## config.mk

```make
export PLATFORM = sky130hd
export DESIGN_NAME = mem_port_arbiter
export DESIGN_NICKNAME = d
export VERILOG_FILES = /design/src/rtl/mem_port_arbiter.sv
export SDC_FILE = /design/constraint.sdc
export NUM_CORES = 1
export LEC_CHECK = 0
export BUFFER_PORTS_ARGS = -buffer_cell sky130_fd_sc_hd__buf_2
export CELL_PAD_IN_SITES_DETAIL_PLACEMENT = 0
export CELL_PAD_IN_SITES_GLOBAL_PLACEMENT = 1
export CORE_ASPECT_RATIO = 0.5
export CORE_MARGIN = 2
export CORE_UTILIZATION = 23
export CTS_BUF_LIST = sky130_fd_sc_hd__clkbuf_16
export CTS_CLUSTER_DIAMETER = 60
export DETAILED_ROUTE_END_ITERATION = 8
export PLACE_DENSITY = 0.91
export SKIP_CTS_REPAIR_TIMING = 1
export SLEW_MARGIN = 40
export SYNTH_ARGS = -nofsm -noshare
export SYNTH_HDL_FRONTEND = slang
export SYNTH_SLANG_ARGS = --single-unit
```

## constraint.sdc

```tcl
create_clock -name i_clock -period 1.9 [get_ports i_clock]
set_input_delay 0.475 -clock i_clock [delete_from_list [all_inputs] [get_ports i_clock]]
set_output_delay 0.475 -clock i_clock [all_outputs]
set_load 0.02 [all_outputs]
```

## src/rtl/mem_port_arbiter.sv

```systemverilog
// mem_port_arbiter: round-robin owner of a single-port neighbour-table memory.
// A grant covers one whole client transaction (start pulse -> done); a watchdog
// forces release when the owner never raises done.
// Ports:
//   i_clock, i_nrst       clock, synchronous active-low reset
//   i_req                 level request per client
//   o_cl_start            one-cycle start pulse to the newly granted client
//   i_cl_done             client done levels (only the owner's, only in RUN)
//   i_cl_addr/_wr_en/_wdata  packed client memory requests
//   o_cl_rdata_c          memory read data broadcast to all clients
//   o_mem_addr_c/_wr_en_c/_wdata_c  memory request of the current owner
//   i_mem_rdata           memory read data
//   o_grant               one-hot current owner, 0 when idle
//   o_busy                high in START/RUN/RELEASE
//   o_timeout_err         sticky watchdog flag
//   o_err_id              client index of the most recent watchdog release
module mem_port_arbiter #(
  parameter int unsigned NUM_REQ = 4,
  parameter int unsigned ADDR_W  = 16,
  parameter int unsigned DATA_W  = 16,
  parameter int unsigned TIMEOUT = 1024
) (
  input  logic                         i_clock,
  input  logic                         i_nrst,
  input  logic [NUM_REQ-1:0]           i_req,
  output logic [NUM_REQ-1:0]           o_cl_start,
  input  logic [NUM_REQ-1:0]           i_cl_done,
  input  logic [NUM_REQ*ADDR_W-1:0]    i_cl_addr,
  input  logic [NUM_REQ-1:0]           i_cl_wr_en,
  input  logic [NUM_REQ*DATA_W-1:0]    i_cl_wdata,
  output logic [DATA_W-1:0]            o_cl_rdata_c,
  output logic [ADDR_W-1:0]            o_mem_addr_c,
  output logic                         o_mem_wr_en_c,
  output logic [DATA_W-1:0]            o_mem_wdata_c,
  input  logic [DATA_W-1:0]            i_mem_rdata,
  output logic [NUM_REQ-1:0]           o_grant,
  output logic                         o_busy,
  output logic                         o_timeout_err,
  output logic [$clog2(NUM_REQ)-1:0]   o_err_id
);

  localparam int unsigned IDX_W = $clog2(NUM_REQ);
  localparam int unsigned WD_W  = $clog2(TIMEOUT);

  typedef enum logic [1:0] {
    S_IDLE    = 2'd0,
    S_START   = 2'd1,
    S_RUN     = 2'd2,
    S_RELEASE = 2'd3
  } state_t;

  state_t             r_state, w_state_nxt;
  logic [NUM_REQ-1:0] r_grant, w_grant_nxt;
  logic [NUM_REQ-1:0] r_start, w_start_nxt;
  logic               r_busy, w_busy_nxt;
  logic               r_terr, w_terr_nxt;
  logic [IDX_W-1:0]   r_err_id, w_err_id_nxt;
  logic [IDX_W-1:0]   r_rr, w_rr_nxt;
  logic [IDX_W-1:0]   r_owner, w_owner_nxt;
  logic [WD_W-1:0]    r_wd, w_wd_nxt;

  logic               w_found;
  logic [IDX_W-1:0]   w_win;
  logic [IDX_W-1:0]   w_scan_idx;
  int unsigned        w_scan;
  logic [NUM_REQ-1:0] w_win_onehot;
  logic [IDX_W-1:0]   w_rr_after;
  logic [WD_W-1:0]    w_wd_inc;

  // Round-robin search: first requesting client at or after r_rr.
  always_comb begin
    w_found    = 1'b0;
    w_win      = '0;
    w_scan     = 0;
    w_scan_idx = '0;
    for (int unsigned k = 0; k < NUM_REQ; k++) begin
      w_scan = 32'(r_rr) + k;
      if (w_scan >= NUM_REQ) w_scan = w_scan - NUM_REQ;
      w_scan_idx = IDX_W'(w_scan);
      if (!w_found && i_req[w_scan_idx]) begin
        w_found = 1'b1;
        w_win   = w_scan_idx;
      end
    end
  end

  assign w_win_onehot = NUM_REQ'(1) << w_win;
  assign w_rr_after   = (r_owner == IDX_W'(NUM_REQ - 1)) ? '0 : r_owner + IDX_W'(1);
  // Watchdog counter saturates instead of wrapping.
  assign w_wd_inc     = (r_wd == '1) ? r_wd : r_wd + WD_W'(1);

  // Next-state and registered-output logic.
  always_comb begin
    w_state_nxt  = r_state;
    w_grant_nxt  = r_grant;
    w_start_nxt  = '0;
    w_busy_nxt   = r_busy;
    w_terr_nxt   = r_terr;
    w_err_id_nxt = r_err_id;
    w_rr_nxt     = r_rr;
    w_owner_nxt  = r_owner;
    w_wd_nxt     = r_wd;
    case (r_state)
      S_IDLE: begin
        if (w_found) begin
          w_state_nxt = S_START;
          w_grant_nxt = w_win_onehot;
          w_start_nxt = w_win_onehot;
          w_busy_nxt  = 1'b1;
          w_owner_nxt = w_win;
        end
      end
      S_START: begin
        w_state_nxt = S_RUN;
        w_wd_nxt    = '0;
      end
      S_RUN: begin
        w_wd_nxt = w_wd_inc;
        // Done beats a simultaneous watchdog expiry.
        if (i_cl_done[r_owner]) begin
          w_state_nxt = S_RELEASE;
          w_grant_nxt = '0;
        end else if (r_wd == WD_W'(TIMEOUT - 1)) begin
          w_state_nxt  = S_RELEASE;
          w_grant_nxt  = '0;
          w_terr_nxt   = 1'b1;
          w_err_id_nxt = r_owner;
        end
      end
      S_RELEASE: begin
        w_state_nxt = S_IDLE;
        w_busy_nxt  = 1'b0;
        w_rr_nxt    = w_rr_after;
      end
      default: w_state_nxt = S_IDLE;
    endcase
  end

  // State and output registers.
  always_ff @(posedge i_clock) begin
    if (!i_nrst) begin
      r_state  <= S_IDLE;
      r_grant  <= '0;
      r_start  <= '0;
      r_busy   <= 1'b0;
      r_terr   <= 1'b0;
      r_err_id <= '0;
      r_rr     <= '0;
      r_owner  <= '0;
      r_wd     <= '0;
    end else begin
      r_state  <= w_state_nxt;
      r_grant  <= w_grant_nxt;
      r_start  <= w_start_nxt;
      r_busy   <= w_busy_nxt;
      r_terr   <= w_terr_nxt;
      r_err_id <= w_err_id_nxt;
      r_rr     <= w_rr_nxt;
      r_owner  <= w_owner_nxt;
      r_wd     <= w_wd_nxt;
    end
  end

  // AND-OR mux from the one-hot grant; everything reads zero while idle.
  always_comb begin
    o_mem_addr_c  = '0;
    o_mem_wdata_c = '0;
    o_mem_wr_en_c = 1'b0;
    for (int unsigned n = 0; n < NUM_REQ; n++) begin
      if (r_grant[n]) begin
        o_mem_addr_c  = o_mem_addr_c  | i_cl_addr[n*ADDR_W +: ADDR_W];
        o_mem_wdata_c = o_mem_wdata_c | i_cl_wdata[n*DATA_W +: DATA_W];
        o_mem_wr_en_c = o_mem_wr_en_c | i_cl_wr_en[n];
      end
    end
  end

  assign o_cl_rdata_c  = i_mem_rdata;
  assign o_grant       = r_grant;
  assign o_cl_start    = r_start;
  assign o_busy        = r_busy;
  assign o_timeout_err = r_terr;
  assign o_err_id      = r_err_id;

endmodule

```

# Yosys cells after proc, flatten, opt, wreduce, memory -nomap -nowiden
# Cells that the tools add are included.
dict set report totals {
  register_bits 28
  in_bits 158
  out_inout_bits 61
  elab_cells 110
}
dict set report classes {
  n_addsub 9
  order_cmp 9
  eq_ne 8
  n_shift 1
  muxes 47
  bitwise 10
  reduce_logical 17
}
# operator n
set op_table {}
lappend op_table {{two-way mux 16 bit} 8}
lappend op_table {{OR 16 bit} 6}
lappend op_table {{two-way mux 2 bit} 12}
lappend op_table {{one-hot mux 10 bit (2 select lines)} 1}
lappend op_table {{less-than comparator 2 x 3 -> 1 bit, second input constant} 5}
lappend op_table {{two-way mux 1 bit} 14}
lappend op_table {{two-way mux 4 bit} 3}
lappend op_table {{adder 10 x 1 -> 10 bit, second input constant} 1}
lappend op_table {{binary-select mux 1 bit (select 2 bit)} 5}
lappend op_table {{== test 10 bit, second input constant} 1}
lappend op_table {{two-way mux 10 bit} 1}
lappend op_table {{greater-or-equal comparator 3 bit, second input constant} 3}
lappend op_table {{AND reduction 3 bit} 3}
lappend op_table {{one-hot mux 2 bit (4 select lines)} 1}
lappend op_table {{one-hot mux 4 bit (2 select lines)} 1}
lappend op_table {{AND reduction 2 bit} 4}
lappend op_table {{subtractor 2 x 1 -> 2 bit, second input constant} 4}
lappend op_table {{adder 2 x 2 -> 3 bit, second input constant} 2}
lappend op_table {{== test 2 bit, second input constant} 3}
lappend op_table {{nonzero test 2 bit} 3}
lappend op_table {{!= test 2 bit, second input constant} 2}
lappend op_table {{<< shifter 1 x 2 -> 4 bit, first input constant} 1}
lappend op_table {{adder 2 x 1 -> 3 bit, second input constant} 1}
lappend op_table {{greater-or-equal comparator 2 x 3 -> 1 bit, second input constant} 1}
lappend op_table {{9 further kinds} 15}

# Depth between registers and ports, before layout
# Gate-level depths: netlist of the first run.
dict set report depth {
  depth_word 17
  ltp_mapped 7
  mapped_depth_nobuf 7
}

# Least setup slack after synthesis of the first run
# No wires, ideal clock.
dict set report synth_path {
  path_kind {register to output}
  start {register r_grant[2] (netlist: o_grant[2])}
  end {output port o_mem_addr_c[0]}
  t_arrival_ns 1.238
  required_ns 1.425
  path_slack_ns 0.187
  stages_incl_launch_ff 5
  n_path_buf 2
  cell_sequence {dfxtp_1 -> clkbuf_1 -> clkbuf_1 -> a22oi_1 -> nand2_1}
}
dict set report synth_via {
  elab_chain_cells 3
}
# item line_no
set synth_rtl {}
lappend synth_rtl {{start, declared} 53} ;# logic [NUM_REQ-1:0] r_grant, w_grant_nxt;
lappend synth_rtl {{start signal, assigned} 153} ;# r_grant <= w_grant_nxt;
lappend synth_rtl {{two-way mux 16 bit *} 170} ;# if (r_grant[n]) begin
lappend synth_rtl {{OR 16 bit} 171} ;# o_mem_addr_c = o_mem_addr_c | i_cl_addr[n*ADDR_W +: ADDR_W];
lappend synth_rtl {{two-way mux 16 bit *} 170}
lappend synth_rtl {{end, declared} 32} ;# output logic [ADDR_W-1:0] o_mem_addr_c,
# Mark *: on every way between the ends. The rest lies on a longest branch, timed or not.

# Worst setup path after layout of the first run
dict set report layout_path {
  start {register r_grant[0] (netlist: o_grant[0])}
  end {output port o_mem_wdata_c[8]}
}
dict set report layout_via {
  elab_chain_cells 7
}
# item line_no
set layout_rtl {}
lappend layout_rtl {{two-way mux 16 bit *} 170}
lappend layout_rtl {{OR 16 bit} 172} ;# o_mem_wdata_c = o_mem_wdata_c | i_cl_wdata[n*DATA_W +: DATA_W];
lappend layout_rtl {{two-way mux 16 bit *} 170}
lappend layout_rtl {{OR 16 bit} 172}
lappend layout_rtl {{two-way mux 16 bit *} 170}
lappend layout_rtl {{OR 16 bit} 172}
lappend layout_rtl {{two-way mux 16 bit *} 170}
lappend layout_rtl {{end, declared} 34} ;# output logic [DATA_W-1:0] o_mem_wdata_c,
# Marks and branches as above.

==> impl_results.md, run 1 <==
- Final setup viols: 0
- Element type at the critical path start: register
- Commonest non-fill, non-tap cell in the layout: buf_2
- Share of layout cells above drive strength 1: 0.461
- Sw Share: 0.442
- Avg WL per Cell: 13.7 um
- Starting density of the core: 0.236
- Crit path DAT: 1.32 ns
- Clock share of power: 0.183
- Final #Nets: 630
- Antenna cells: 0
- First-pass GRT wire length: 11,700 um
- Clk pin slew, worst setup/hold paths: 0.07 ns
- DR vias/cell: 4.65
- Die X: 143 um
- Syn Area/Cell: 7.55 um^2
- DRC Markers: 0
- Area of the multi-input gates: 1440 um^2
- Setup total negative slack: 0 ns
- Synth cell types: 44
- Root buf cell: clkbuf_16
- Fillcell total: 978
- Global Route Usage Sum: 0.138
- Synthesized Nets: 460
- Sink Count: 28
- Yosys Warn Count: 0
- Critical path type: reg2out
- Top-level I/O count: 219
- Largest net degree at the start of global routing: 35
- Fin. max-slew vios: 0
- Final Cycle Share: 0.945
- Iter 0 DRT Violations: 212
- Final GP Congestion: 0.800
- CTS tree: yes
- Pwr Total: 3.41 mW
- Area after DPL: 3280 um^2
- Tightest Hold Check Type: reg2reg
- Clk_skew: 0.00481 ns
- Seq cells post-synth: 28
- Commonest cells after routing, fill and taps aside: buf_2 (186), a22oi_1 (65), nand2_1 (51), dfxtp_1 (27)
- Mapped Cells: 295
- Sequential share of the synthesized area: 0.252
- Cts bufs inserted: 3
- Critical Path End Type: primary output
- Post-Syn Area: 2230 um^2
- Design area: 3390 um^2
- PD cells: 1010 nW/um^2
- Combinational power share: 0.603
- Final Util: 0.360
- P_sw: 1.51 mW
- Seq. cell area: 562 um^2
- Sequential Power Share: 0.214
- Overflow after GRT: 0
- Int Pwr: 1.90 mW
- Fin. Hold Viols: 0
- Die height: 73.6 um
- Critical path peak fanout: 34
- Rows: 25
- Final WL: 8190 um
- Slew @ Worst Pin: 0.340 ns
- Placed insts: 595
- Initial antenna violation count: 0
- Fmax: 557 MHz
- Final Non-Filler Cells: 599
- Status: finished clean
- DRT Pass-1 Iters: 4
- Top FF cell, synth: dfxtp_1
- IR drop worst, VDD: 528 uV
- Die area: 10,500 um^2
- Vias in the first global route: 2,404
- Clock Latency Late Sink: 0.27 ns
- Share of synthesized flip-flops with an asynchronous set or reset: 0
- Max clock buf depth: 2
- Routed vias: 2,785
- P_leak: 1.73 nW
- Post-synth EDFFs: 0
- HPWL Detailed: 6590 um
- Layout area overhead: 52.3%
- Final ANT Viol Nets: 0
- Worst Path Required: 1.42 ns
- Worst slew margin: 0.774
- Max_cap viols: 0
- Max H-tree Level: 1
- Core Box Area: 9420 um^2
- Port Buf Inserts: 186
- RSZ-0062 raised after global routing: no
- Period minus WS final: 1.79 ns
[synthesized netlist by cell type (2+ instances only)]
library cell  number  share of area
dfxtp_1           28           0.25
a21oi_1            4         0.0090
o21ai_0            4         0.0090
nor2_1            13          0.022
nand2b_1           3         0.0084
o22ai_1            3         0.0084
nand4_1            2         0.0056
nand2_1           51          0.086
or3_1              2         0.0056
clkbuf_1          18          0.030
nand3_1           10          0.022
a31oi_1            2         0.0056
mux2i_1           13          0.058
buf_4             16          0.054
nor2b_1            9          0.025
nor3_1             7          0.016
a21boi_0           2         0.0067
inv_1              9          0.015
ha_1               7          0.039
a211oi_1           3          0.010
a22oi_1           66           0.22
[worst max-delay path, cell delays in order, from the launching register on]
cell	delay (ns)
dfxtp_1	0.34
buf_12	0.18
a22oi_1	0.28
nand2_1	0.08
buf_2	0.17
[power groups by stage]
stage	combinational [mW]	sequential (mW)	clock [mW]
floorplan	1.31	0.771	0
global placement	2.04	0.741	0
detailed placement	2.06	0.744	0
CTS	2.07	0.732	0.639
global route	2.26	0.745	0.665
finish	2.06	0.732	0.624
[worst paths after layout]
| kind | startpoint | to | slack (ns) | depth (start not counted) |
|---|---|---|---|---|
| setup / recovery | o_grant[0] | o_mem_wdata_c[8] | 0.11 | 4 |
| hold / removal | o_timeout_err | o_timeout_err | 0.45 | 2 |
| setup reg to reg | r_state[0] | r_wd[9] | 0.11 | 7 |
| hold reg to reg | o_timeout_err | o_timeout_err | 0.45 | 2 |
[registers in the layout (all words and copies together) (netlist names)]
register       flops
r_owner            2
o_busy             1
r_wd              10
r_rr               2
o_cl_start         4
o_grant            4
r_state            2
o_err_id           2
o_timeout_err      1
[metrics by stage]
stage | worst slack [ns] | hold slack (ns)
2_1_floorplan | 0.187 | 0.461
3_3_place_gp | 0.160 | 0.448
3_5_place_dp | 0.129 | 0.451
4_1_cts | 0.0796 | 0.462
5_1_grt | 0.00157 | 0.482
6_report | 0.105 | 0.454
[cell families after synthesis]
| kind of cell | after synthesis | synth area share |
|---|---|---|
| AND/OR/NAND/NOR | 108 | 0.237 |
| XOR/XNOR | 2 | 0.00787 |
| multiplexers | 14 | 0.0635 |
| buffers and inverters | 45 | 0.103 |
| adder cells (fa/ha/maj) | 7 | 0.0393 |
| AO/OA/AOI/OAI | 91 | 0.297 |
| flip-flops | 28 | 0.252 |
[cell type report]
type | instances | share of cell area
flip-flops and latches | 28 | 0.166
well taps | 135 | 0.0498
repair buffers | 201 | 0.319
clock buffers | 3 | 0.0221
multi-input cells | 222 | 0.425
inverters | 9 | 0.00996
clock inverters | 1 | 0.00886
[routing by layer]
metal | GRT usage | share of wire | up-vias | wire (um)
met3 | 0.0189 | 0.066 | 10 | 538
li1 | - | - | 1405 | -
met5 | 0 | 0 | - | 0
met1 | 0.204 | 0.48 | 1265 | 3890
met2 | 0.215 | 0.45 | 105 | 3680
met4 | 0.0220 | 0.0087 | 0 | 71
(Power assumes the default switching activity.)
==> run 2, diff against run 1 <==
--- a/config.mk
+++ b/config.mk
@@ -15,6 +15,7 @@
 export CTS_CLUSTER_DIAMETER = 60
 export DETAILED_ROUTE_END_ITERATION = 8
 export PLACE_DENSITY = 0.91
+export RECOVER_POWER = 100
 export SKIP_CTS_REPAIR_TIMING = 1
 export SLEW_MARGIN = 40
 export SYNTH_ARGS = -nofsm -noshare
==> impl_results.md, run 2 (synthesis results as in run 1) <==
- Clk pin slew, worst setup/hold paths: 0.07 ns (about the same)
- Final ANT Viol Nets: 0 (unchanged)
- Max_cap viols: 0 (unchanged)
- Cts bufs inserted: 3 (unchanged)
- Die area: 10,500 um^2 (unchanged)
- Iter 0 DRT Violations: 160 (-25%)
- P_leak: 1.63 nW (-6.2%)
- Area after DPL: 3280 um^2 (unchanged)
- Fin. max-slew vios: 0 (unchanged)
- Worst Path Required: 1.42 ns (about the same)
- DRT Pass-1 Iters: 5 (+1)
- Max H-tree Level: 1 (unchanged)
- Worst setup path start: o_grant[0]
- Commonest non-fill, non-tap cell in the layout: buf_2
- Sink Count: 28 (unchanged)
- Final WL: 8200 um (+0.20%)
- Port Buf Inserts: 186 (unchanged)
- Critical path peak fanout: 34 (unchanged)
- CTS tree: yes
- Max reg flops: 10 (unchanged)
- Final Cycle Share: 0.962 (+0.0169)
- Core Box Area: 9420 um^2 (unchanged)
- Critical-path cell list: buf_12 > a22oi_1 > nand2_1 > clkbuf_2
- Overflow after GRT: 0 (unchanged)
- Period minus WS final: 1.83 ns (+0.0322 ns)
- Element type at the critical path start: register
- Avg WL per Cell: 13.7 um (+0.20%)
- Fmax: 547 MHz (-1.8%)
- Vias in the first global route: 2,404 (unchanged)
- Critical path type: reg2out
- Root buf cell: clkbuf_16
- Die height: 73.6 um (unchanged)
- Setup total negative slack: 0 ns (unchanged)
- Final setup viols: 0 (unchanged)
- Final #Nets: 630 (unchanged)
- PD cells: 1010 nW/um^2 (about the same)
- Layout area overhead: 50.6%
- Reg2reg path depth: 7 (unchanged)
- Crit path DAT: 1.35 ns (+0.03 ns)
- Fin. Hold Viols: 0 (unchanged)
- Global Route Usage Sum: 0.138 (unchanged)
- IR drop worst, VDD: 526 uV (-0.42%)
- Share of layout cells above drive strength 1: 0.409 (-0.0517)
- Slew @ Worst Pin: 0.340 ns (+0.000191 ns)
- Antenna cells: 0 (unchanged)
- RR Startpoint: r_state[0]
- Crit path largest cell delay: 0.34 ns (about the same)
- Seq. cell area: 562 um^2 (unchanged)
- Critical Path End Type: primary output
- Clock share of power: 0.185 (+0.002)
- Status: finished clean
- Slowest stage cell, crit path: dfxtp_1
- Die X: 143 um (unchanged)
- Area of the multi-input gates: 1440 um^2 (unchanged)
- Design area: 3350 um^2 (-1.1%)
- Final WS setup: 0.0729 ns (-0.0322 ns)
- Rows: 25 (unchanged)
- Tightest Hold Check Type: reg2reg
- Reg2reg setup slack: 0.12 ns (about the same)
- Routed vias: 2,775 (-0.36%)
- DR vias/cell: 4.63 (-0.36%)
- P_sw: 1.53 mW (+1.0%)
- Int Pwr: 1.85 mW (-2.7%)
- Largest net degree at the start of global routing: 35 (unchanged)
- Max clock buf depth: 2 (unchanged)
- Commonest cells after routing, fill and taps aside: buf_2 (146), a22oi_1 (65), nand2_1 (51), dfxtp_1 (27), clkbuf_1 (24)
- Initial antenna violation count: 0 (unchanged)
- First-pass GRT wire length: 11,700 um (unchanged)
- Sequential Power Share: 0.217 (+0.003)
- Clock Latency Late Sink: 0.27 ns (about the same)
- Top-level I/O count: 219 (unchanged)
- Fillcell total: 994 (+1.6%)
- Largest Register: r_wd
- Sw Share: 0.452 (+0.00917)
- Post-place setup slack: 0.129 ns (unchanged)
- Worst Setup EP: o_mem_wdata_c[8]
- Clk_skew: 0.00572 ns (+0.000911 ns)
- HPWL Detailed: 6590 um (unchanged)
- Combinational power share: 0.598 (-0.005)
- DRC Markers: 0 (unchanged)
- R2r endpoint: r_wd[9]
- Worst slew margin: 0.773 (about the same)
- RSZ-0062 raised after global routing: no
- Final GP Congestion: 0.800 (unchanged)
- Starting density of the core: 0.236 (unchanged)
run 2: cell count changes in the layout (fill, tap and decap cells not counted), sizes merged:
cell    change
buf        -43
clkbuf     +43
run 2: worst min path at each step:
stage | from | endpoint | slack, ns | depth (start not counted)
4_1_cts | o_timeout_err | o_timeout_err | 0.46 | 2
2_1_floorplan | r_wd[3] | r_wd[3] | 0.46 | 1
3_5_place_dp | o_timeout_err | o_timeout_err | 0.45 | 2
5_1_grt | o_timeout_err | o_timeout_err | 0.49 | 2
6_report | o_timeout_err | o_timeout_err | 0.46 | 2
3_3_place_gp | o_timeout_err | o_timeout_err | 0.45 | 2
run 2: metal layers:
layer	GRT usage	share of wire
met4	0.0220	0.0099
met2	0.215	0.44
met1	0.204	0.48
met3	0.0189	0.068
met5	0	0
run 2: per-stage QoR:
step	std cells	util	hold WS, ns	power [mW]
after floorplan	295	-	0.461	2.08
after global placement	595	0.348	0.448	2.79
after detailed placement	595	0.348	0.451	2.80
after CTS	599	0.359	0.462	3.44
after global routing	599	0.356	0.485	3.63
final	599	0.356	0.458	3.38
run 2: worst max-delay path: cells and delay by family, from the launching register on:
kind                   cells  cell delay [ns]
AO/OA/AOI/OAI              1             0.30
AND/OR/NAND/NOR            1             0.09
buffers and inverters      2             0.34
flip-flops                 1             0.34
run 2: power by group through the flow:
stage	registers [mW]	clock network (mW)	logic, mW
floorplan	0.771	0	1.31
global placement	0.741	0	2.04
detailed placement	0.744	0	2.06
CTS	0.732	0.639	2.07
global route	0.745	0.665	2.22
finish	0.732	0.623	2.02
run 2: final cells by class:
cell class | instances | area share
Timing Repair Buffer | 201 | 0.311
Sequential cell | 28 | 0.168
Clock buffer | 3 | 0.0224
Inverter | 9 | 0.0101
Clock inverter | 1 | 0.00896
Multi-Input combinational cell | 222 | 0.429
Tap cell | 135 | 0.0504
